### src/rtl/dmem_arbiter.sv
// Two-requester round-robin arbiter in front of a single-port data BRAM.
// Requester A is the core data port, requester B the DMA/debug loader.
// One access is granted per cycle; read data returns one cycle after the
// grant on the port of the requester that issued the read.
module dmem_arbiter #(
  parameter int ADDR_W = 32,
  parameter int DATA_W = 32,
  parameter int BE_W   = DATA_W / 8
) (
  input  logic              clk,
  input  logic              reset,

  input  logic              a_req,
  input  logic [BE_W-1:0]   a_we,
  input  logic [ADDR_W-1:0] a_addr,
  input  logic [DATA_W-1:0] a_wdata,
  output logic              a_gnt,
  output logic              a_rvalid,
  output logic [DATA_W-1:0] a_rdata,

  input  logic              b_req,
  input  logic [BE_W-1:0]   b_we,
  input  logic [ADDR_W-1:0] b_addr,
  input  logic [DATA_W-1:0] b_wdata,
  output logic              b_gnt,
  output logic              b_rvalid,
  output logic [DATA_W-1:0] b_rdata,

  output logic              mem_en,
  output logic [BE_W-1:0]   mem_we,
  output logic [ADDR_W-1:0] mem_addr,
  output logic [DATA_W-1:0] mem_wdata,
  input  logic [DATA_W-1:0] mem_rdata
);

  typedef enum logic {
    REQ_A = 1'b0,
    REQ_B = 1'b1
  } req_e;

  req_e r_last;
  req_e r_rd_owner;
  logic r_rd_pend;

  logic w_gnt_a;
  logic w_gnt_b;
  logic w_rd;

  // Round-robin grant: a tie goes to the requester not granted last; nothing while in reset
  always_comb begin
    w_gnt_a = 1'b0;
    w_gnt_b = 1'b0;
    if (!reset) begin
      if (a_req && b_req) begin
        if (r_last == REQ_B) begin
          w_gnt_a = 1'b1;
        end else begin
          w_gnt_b = 1'b1;
        end
      end else begin
        w_gnt_a = a_req;
        w_gnt_b = b_req;
      end
    end
  end

  // Steer the granted requester onto the BRAM port; zeros when idle
  always_comb begin
    mem_en    = 1'b0;
    mem_we    = '0;
    mem_addr  = '0;
    mem_wdata = '0;
    w_rd      = 1'b0;
    if (w_gnt_a) begin
      mem_en    = 1'b1;
      mem_we    = a_we;
      mem_addr  = a_addr;
      mem_wdata = a_wdata;
      w_rd      = (a_we == '0);
    end else if (w_gnt_b) begin
      mem_en    = 1'b1;
      mem_we    = b_we;
      mem_addr  = b_addr;
      mem_wdata = b_wdata;
      w_rd      = (b_we == '0);
    end
  end

  // Priority pointer and one-deep read-return tracking
  always_ff @(posedge clk or posedge reset) begin
    if (reset) begin
      r_last     <= REQ_B;
      r_rd_pend  <= 1'b0;
      r_rd_owner <= REQ_A;
    end else begin
      if (w_gnt_a) begin
        r_last <= REQ_A;
      end else if (w_gnt_b) begin
        r_last <= REQ_B;
      end
      r_rd_pend  <= w_rd;
      r_rd_owner <= w_gnt_b ? REQ_B : REQ_A;
    end
  end

  // Route returning read data to its owner only; rdata is zero whenever rvalid is low
  always_comb begin
    a_gnt    = w_gnt_a;
    b_gnt    = w_gnt_b;
    a_rvalid = r_rd_pend && !reset && (r_rd_owner == REQ_A);
    b_rvalid = r_rd_pend && !reset && (r_rd_owner == REQ_B);
    a_rdata  = a_rvalid ? mem_rdata : '0;
    b_rdata  = b_rvalid ? mem_rdata : '0;
  end

endmodule

### config.mk
export PLATFORM = sky130hd
export DESIGN_NAME = dmem_arbiter
export DESIGN_NICKNAME = d
export VERILOG_FILES = /design/src/rtl/dmem_arbiter.sv
export SDC_FILE = /design/constraint.sdc
export NUM_CORES = 1
export LEC_CHECK = 0
export CORE_AREA = 2 2 119 121
export CTS_BUF_LIST = sky130_fd_sc_hd__clkbuf_2 sky130_fd_sc_hd__clkbuf_4 sky130_fd_sc_hd__clkbuf_8
export CTS_CLUSTER_DIAMETER = 50
export DETAILED_ROUTE_END_ITERATION = 16
export DIE_AREA = 0 0 121 123
export GPL_TIMING_DRIVEN = 1
export HOLD_SLACK_MARGIN = 0.15
export PLACE_DENSITY_LB_ADDON = 0.15
export SYNTH_ARGS = -nofsm -noshare
export SYNTH_HDL_FRONTEND = slang
export SYNTH_SLANG_ARGS = --single-unit
### constraint.sdc
create_clock -name clk -period 2 [get_ports clk]
set_clock_uncertainty 0.1 [all_clocks]
set_input_delay 0.3 -clock clk [delete_from_list [all_inputs] [get_ports clk]]
set_output_delay 0.3 -clock clk [all_outputs]
set_load 0.05 [all_outputs]
* Yosys cells after proc, flatten, opt, wreduce, memory -nomap -nowiden *
Cells that the tools add are included.

storage, ports and cells
  flip-flop bits (word level) = 3
  input port bits = 172

operators by class
  muxes and demuxes = 20
  bitwise gates (word level) = 1
  reduce and logical (&&, ||, !) cells = 8

operator list
  operator           number
  $mux 32            6
  $mux 1             12
  $logic_not 4->1    2
  $mux 4             2
  $logic_and 1x1->1  4
  $reduce_bool 2->1  1
  $logic_not 1->1    1
  $not 1->1          1

* Logic depth before layout (Yosys ltp) *
Gate-level depths: netlist of run 1.

  depth in word-level cells = 5
  depth in mapped cells = 5
  gate-level depth less buffers = 3

* Worst setup path before layout of run 1 *
No wires, ideal clock.

  path kind = register -> output
  start = reg r_rd_owner
  end = out a_rdata[22]
  data arrival time = 1732 ps
  data required time = 1600 ps
  setup slack = -132 ps
  cell stages (with the launch flop) = 4
  buffers on the path = 1
  cell sequence = dfrtp_1 nor3b_2 clkbuf_1 and2_1

on the way
  longest elaborated chain between the ends = 3

RTL lines
  item                    RTL line  source
  from (decl)             42        req_e r_rd_owner;
  from (signal assigned)  102       r_rd_owner <= w_gnt_b ? REQ_B : REQ_A;
  $not 1->1               110       a_rvalid = r_rd_pend && !reset && (r_rd_owner == REQ_A);
  $logic_and 1x1->1       110
  net a_rvalid            18        output logic a_rvalid,
  $mux 32                 112       a_rdata = a_rvalid ? mem_rdata : '0;
  to (decl)               19        output logic [DATA_W-1:0] a_rdata,

The timed path passes the listed nets, and every way through them passes these cells.

* Worst setup path after layout of run 1 *
  start = reg r_last
  end = out mem_addr[9]

on the way
  longest elaborated chain between the ends = 5
  elaborated cells on any way between the ends = 8

RTL lines
  item                    RTL line  source
  from (decl)             41        req_e r_last;
  from (signal assigned)  92        r_last <= REQ_B;
  from (signal assigned)  97        r_last <= REQ_A;
  from (signal assigned)  99        r_last <= REQ_B;
  $mux 1                  55        if (r_last == REQ_B) begin
  $mux 1                  54        if (a_req && b_req) begin
  $mux 1                  53        if (!reset) begin
  $mux 32                 80        end else if (w_gnt_b) begin
  $mux 32 *               74        if (w_gnt_a) begin
  to (decl)               31        output logic [ADDR_W-1:0] mem_addr,

Mark *: on every way between the ends. The rest lies on a longest branch, timed or not.

==> flow_summary_export.csv, run 1 <==
group,metric,value,unit
clocking,cts_tree,"yes",
clocking,cts_made_buffers,3,
yosys,yosys_warnings,0,
worst_setup_path,required,1.60,ns
sta,rsz0062_at_grt,"yes",
cells_and_area,final_core_util,0.522,
place,pre_cts_slack,-0.246,ns
yosys,synth-main-ff-cell,"dfrtp_1",
yosys,synth_fa_ha_area_frac,0,
floorplanning,chipWidth,121,µm
route,dr.pass1.iters,4,
clocking,cts-root-buf,"clkbuf_8",
hold_path,hold_path.class,"primary input to asynchronous set/reset pin",
yosys,syn_nets,343,
sta,setup_ws,-0.0511,ns
worst_setup_path,end_kind,"output port",
yosys,ys_types,20,
cells_and_area,n_antenna_cell,0,
pwr,p_int,1290,µW
job,max_cap_viol_count,0,
cells_and_area,drive_gt1_frac,0.492,
place,place_hpwl,9310,µm
yosys,synth_top_family_by_area,"compound AO/OA/AOI/OAI gates",
floorplanning,initial_core_util,0.0977,
sta,relSlewSlack,0.808,
worst_setup_path,arrival,1.65,ns
yosys,ys_ff_latch,3,
yosys,synth_largest_area_cell,"a22o_1",
clocking,htree_levels,1,
yosys,synth.most_common_cell,"a22o_1",
route,wl_per_cell,18.8,µm
sta,report.final.slew_viol_count,0,
sta,setup_viol,55,
sta,setup_tns,-1.34,ns
yosys,synthXorXnorAreaFrac,0,
sta,tightestPinTransition,0.285,ns
clocking,cts_num_sinks,3,
yosys,synthTopCellsByArea,"a22o_1 45%, and2_1 30%, buf_6 7.6%",
sta,fin_crit,2.05,ns
yosys,avgSynthCellArea,7.78,µm²
global_route,grt_max_degree,26,
route,num_vias,2756,
outcome,violations,"negative setup slack",
floorplanning,core,0.0136,mm²
yosys,synth_top_cell_area_share,0.448,
global_route,grt_overflow_total,0,
yosys,synth_edf_count,0,
route,via_per_inst,4.02,
cells_and_area,fillers,1181,
worst_setup_path,startpoint_type,"register",
global_route,grt_usage,0.144,
outcome,outcome,"finished, violations left",
yosys,async_reset_ff_frac,1.00,
clocking,clk_path_buf_depth,2,
pwr,p_comb_frac,0.877,
clocking,clk_latency,0.22,ns
cells_and_area,syn_to_final_growth,434,%
sta,finalHoldViolCount,0,
pwr,netSwitchingFraction,0.403,
yosys,yosys.area_share.simple,0.343,
pwr,ir_drop,0.155,mV
pwr,switchingPower,873,µW
global_route,antenna_found_initial,0,
place,globalplace.congestion,0.706,
yosys,yosysSeqAreaShare,0.0574,
yosys,syn-instance-count,171,
sta,finalCritPeriodShare,1.03,
yosys,synthTopCellsByCount,"68 x a22o_1, 64 x and2_1, 9 x buf_6",
route,finalWirelength,12900,µm
floorplanning,dieArea,0.0149,mm²
floorplanning,die_y,123,µm
pwr,pwr-share-seq,0.035,
floorplanning,pin_count,309,
global_route,grt_pass1_vias,2905,
yosys,syn_area,0.00133,mm²
route,dr.first_iter.drc_count,68,
route,drc,0,
pwr,leakagePower,0.00302,µW
worst_setup_path,critPathKind,"register to output port",
place,io_buffers,308,
cells_and_area,final_nets,679,
floorplanning,rows,43,
sta,timing.fmax,0.488,GHz
yosys,synth_compound_area_frac,0.482,
sta,hold_slack,0.259,ns
pwr,clkPwrFrac,0.088,
worst_setup_path,crit_path_max_fanout,10,
global_route,grt_pass1_wl,16600,µm
pwr,powerDensity,305,mW/mm²
yosys,muxShareOfSynthArea,0,
clocking,clk_pin_slew_worst_paths,0.03,ns
route,ant_nets,0,
==> critical path: stages (launching register included) <==
cell	delay (ns)
dfstp_2	0.54
inv_2	0.05
a21oi_4	0.19
buf_6	0.16
buf_16	0.14
a22o_1	0.20
buf_12	0.15
==> through the flow <==
step | total power [µW] | instances | cell area, µm²
after floorplan | 704 | 171 | 1330
after global placement | 1640 | 655 | 6050
after detailed placement | 1650 | 655 | 6050
after CTS | 2020 | 678 | 6570
after global routing | 2250 | 686 | 7100
final | 2170 | 686 | 7100
==> power groups by stage <==
| stage | clock network [µW] | logic [µW] | registers [µW] |
|---|---|---|---|
| CTS | 199 | 1740 | 74.0 |
| finish | 191 | 1900 | 74.7 |
| floorplan | 0 | 628 | 75.6 |
| global placement | 0 | 1570 | 73.6 |
| global route | 207 | 1960 | 75.2 |
| detailed placement | 0 | 1580 | 73.3 |
==> layer usage <==
layer	up-vias	part of all wire	GRT usage
met4	0	0	0
met1	1265	0.34	0.155
met5	-	0	0
met2	175	0.56	0.285
li1	1316	-	-
met3	0	0.097	0.0507
==> repair_timing <==
item / CTS / global route
buffers inserted: 15 / 2
pin swaps: 55 / 18
setup endpoints to repair: 135 / 72
cloned: 5 / 7
hold buffers: 0 / 0
gates resized for setup: 32 / 46
==> layout by cell type, fill, tap and decap left out, types with 2 or more instances in the layout <==
cell type and count:
and2_1 64, dlygate4sd2_1 3, nand2b_4 2, clkdlybuf4s50_1 168
dfrtp_1 2, a22o_1 11, buf_4 16, a21oi_4 2
clkbuf_16 7, a22o_4 57, clkbuf_8 3, nor2_1 2
buf_6 6, buf_16 5, buf_12 145
==> worst paths after layout <==
path / startpoint / slack (ns) / end / cells past startpoint
setup / recovery: r_last$_DFFE_PP1P_ / -0.05 / mem_addr[9] / 6
hold / removal: reset / 0.26 / r_rd_owner$_DFF_PP0_ / 4
setup reg to reg: r_last$_DFFE_PP1P_ / 0.54 / r_rd_owner$_DFF_PP0_ / 6
hold reg to reg: r_last$_DFFE_PP1P_ / 0.76 / r_last$_DFFE_PP1P_ / 5
max in group asynchronous: reset / 1.36 / r_last$_DFFE_PP1P_ / 4
min in group clk: a_req / 0.47 / r_last$_DFFE_PP1P_ / 4
==> state kept, by name, summed over array words and instances, names as in the netlist <==
name and count:
r_rd_pend 1, r_last 1, r_rd_owner 1
==> cells by family after synthesis <==
| kind of cell | after synthesis |
|---|---|
| flops | 3 |
| buf+inv | 22 |
| compound gates | 73 |
| simple gates | 73 |
==> cell type report <==
class                   count  area, µm²  share of cell area
multi-input cells         146       1620               0.228
repair buffers            351       5130               0.722
inverters                   2       7.51             0.00106
flip-flops and latches      3       76.3              0.0107
well taps                 180        225              0.0317
clock buffers               4       48.8             0.00687
Note: power is estimated with default switching activity, not from simulation.
==> run 2, diff against run 1 <==
CORE_AREA = 4 4 118 120   (was 2 2 119 121)
DIE_AREA = 0 0 122 124   (was 0 0 121 123)
clock period = 1.8 ns   (was 2 ns; I/O delays follow)
==> run 2 against run 1 <==
Against the previous run:
- power rose by 3.5%
- clock-buffer cell count did not move
- largest power group unchanged
- highest routed layer is now met4
- register-to-register slack got worse by 0.29 ns
- the run still ends with negative setup slack left
- sequential power is 11% higher
==> flow_summary_export.csv, run 2 (same netlist as run 1, synthesis figures left out) <==
group,metric,value,unit
worst_setup_path,rr_worst_depth,7,
cells_and_area,drive_gt1_frac,0.636,
global_route,grt_pass1_vias,3048,
route,dr.pass1.iters,4,
pwr,switchingPower,912,µW
outcome,outcome,"finished, violations left",
route,ant_nets,0,
sta,finalCritPeriodShare,1.11,
worst_setup_path,worstReg2RegEnd,"r_rd_pend$_DFF_PP0_",
pwr,p_int,1330,µW
clocking,clk_path_buf_depth,2,
hold_path,hold_depth,4,
worst_setup_path,critPathMaxStageDelay,0.53,ns
worst_setup_path,crit_path_max_fanout,22,
cells_and_area,final_core_util,0.529,
global_route,grt_overflow_total,0,
worst_setup_path,end_kind,"output port",
outcome,violations,"negative setup slack",
cells_and_area,final_nets,670,
worst_setup_path,startpoint_type,"register",
worst_setup_path,critPathLaunch,"r_last$_DFFE_PP1P_",
sta,setup_ws,-0.204,ns
place,placedInstanceArea,0.00614,mm²
hold_path,hold_path.class,"primary input to register",
job,max_cap_viol_count,0,
cells_and_area,final_cells,673,
sta,setup_viol,70,
floorplanning,initial_core_util,0.102,
worst_setup_path,reg2reg_slack,0.25,ns
pwr,ir_drop,0.236,mV
clocking,cts_num_sinks,3,
pwr,leakagePower,0.00286,µW
route,via_per_inst,4.07,
floorplanning,die_y,124,µm
worst_setup_path,r2r-start,"r_last$_DFFE_PP1P_",
clocking,clk_pin_slew_worst_paths,0.03,ns
pwr,netSwitchingFraction,0.407,
route,dr.first_iter.drc_count,54,
worst_setup_path,cpMostUsedCell,"buf_12",
cells_and_area,n_antenna_cell,0,
route,drc,0,
cells_and_area,layout_common_cells,"168 x clkdlybuf4s50_1, 146 x buf_12, 64 x and2_4",
place,io_buffers,308,
pwr,p_comb_frac,0.866,
cells_and_area,final_common_cell,"clkdlybuf4s50_1",
floorplanning,rows,42,
sta,fin_crit,2.00,ns
clocking,cts_tree,"yes",
global_route,grt_max_degree,28,
sta,report.final.slew_viol_count,0,
sta,tightestPinTransition,0.281,ns
sta,rsz0062_at_grt,"yes",
sta,timing.fmax,0.499,GHz
pwr,powerDensity,326,mW/mm²
sta,relSlewSlack,0.811,
cells_and_area,final_cell_area,0.00687,mm²
pwr,fin_total_pwr,2240,µW
sta,finalHoldViolCount,0,
route,wl_per_cell,18.5,µm
place,pre_cts_slack,-0.336,ns
place,placedCellCount,649,
clocking,htree_levels,1,
hold_path,hold_end,"r_last$_DFFE_PP1P_",
clocking,cts-root-buf,"clkbuf_8",
worst_setup_path,crit_family,"flip-flops",
place,place_hpwl,9720,µm
hold_path,hold_start,"a_req",
worst_setup_path,required,1.43,ns
floorplanning,core,0.0130,mm²
worst_setup_path,critPathKind,"register to output port",
clocking,clk_latency,0.22,ns
floorplanning,dieArea,0.0151,mm²
global_route,grt_usage,0.143,
route,num_vias,2738,
global_route,grt_pass1_wl,16800,µm
clocking,cts_made_buffers,3,
worst_setup_path,slowest_stage,"dfstp_2",
cells_and_area,syn_to_final_growth,417,%
worst_setup_path,crit_chain,"inv_2 -> a21oi_4 -> buf_12 -> buf_12 -> a22o_2 -> buf_12",
cells_and_area,largest_registers,"r_last x1, r_rd_owner x1, r_rd_pend x1",
global_route,antenna_found_initial,0,
pwr,clkPwrFrac,0.096,
pwr,pwr-share-seq,0.037,
place,globalplace.congestion,0.712,
worst_setup_path,arrival,1.63,ns
worst_setup_path,critPathBufInv,4,
route,finalWirelength,12500,µm
floorplanning,chipWidth,122,µm
floorplanning,pin_count,309,
-- run 2: cell types whose count changed in the layout (fill, tap and decap cells not counted), sizes merged --
cell	before	now
buf	173	169
clkbuf	11	7
dlygate4sd2	3	1
dlygate4sd3	0	1
-- run 2: metrics by stage --
stage	setup TNS [ns]	hold WS, ns
6_report	-11.39	0.288
5_1_grt	-17.01	0.348
4_1_cts	-12.88	0.445
3_5_place_dp	-35.19	0.523
3_3_place_gp	-32.10	0.530
2_1_floorplan	-0.0315	-0.0719
-- run 2: final cells by class --
type,count,area [µm²]
fill,1136,6110
inverter,2,7.51
sequential,3,76.3
multi-input combinational,146,1540
tap,176,220
timing repair buffer,342,4980
clock buffer,4,48.8
-- run 2: repair_timing --
| action | in CTS | in global routing |
|---|---|---|
| hold buffers | 1 | 0 |
| gates resized for setup | 51 | 64 |
| gates cloned | 7 | 2 |
| endpoints found under the setup margin | 136 | 106 |
| pin swaps | 15 | 61 |
| setup buffers | 8 | 5 |
| endpoints found under the hold margin | 1 | 0 |
-- run 2: worst max-delay path by stage --
stage / slack [ns] / end / cells after the start
detailed placement: -0.34 / mem_wdata[2] / 6
floorplan: -0.03 / a_rdata[22] / 3
global route: -0.25 / mem_wdata[13] / 6
CTS: -0.20 / mem_addr[17] / 6
finish: -0.20 / mem_addr[17] / 6
global placement: -0.30 / mem_wdata[2] / 6
-- run 2: worst min-delay path: stages --
cell and delay, ns:
clkbuf_2 0.13, nand2b_4 0.07, nand2_1 0.06, o21ai_0 0.07
-- run 2: power groups by stage --
stage | clock, µW | sequential, µW | combinational (µW)
after global placement | 0 | 81.1 | 1780
after floorplan | 0 | 84.0 | 730
after global routing | 228 | 84.3 | 2010
final | 216 | 83.2 | 1940
after CTS | 219 | 81.4 | 1890
after detailed placement | 0 | 81.2 | 1790
-- run 2: per-layer routing --
metal  global-route usage  share of wire
met2                0.290           0.56
met1                0.137           0.32
met3               0.0536           0.10
met4               0.0308          0.016
met5                    0              0
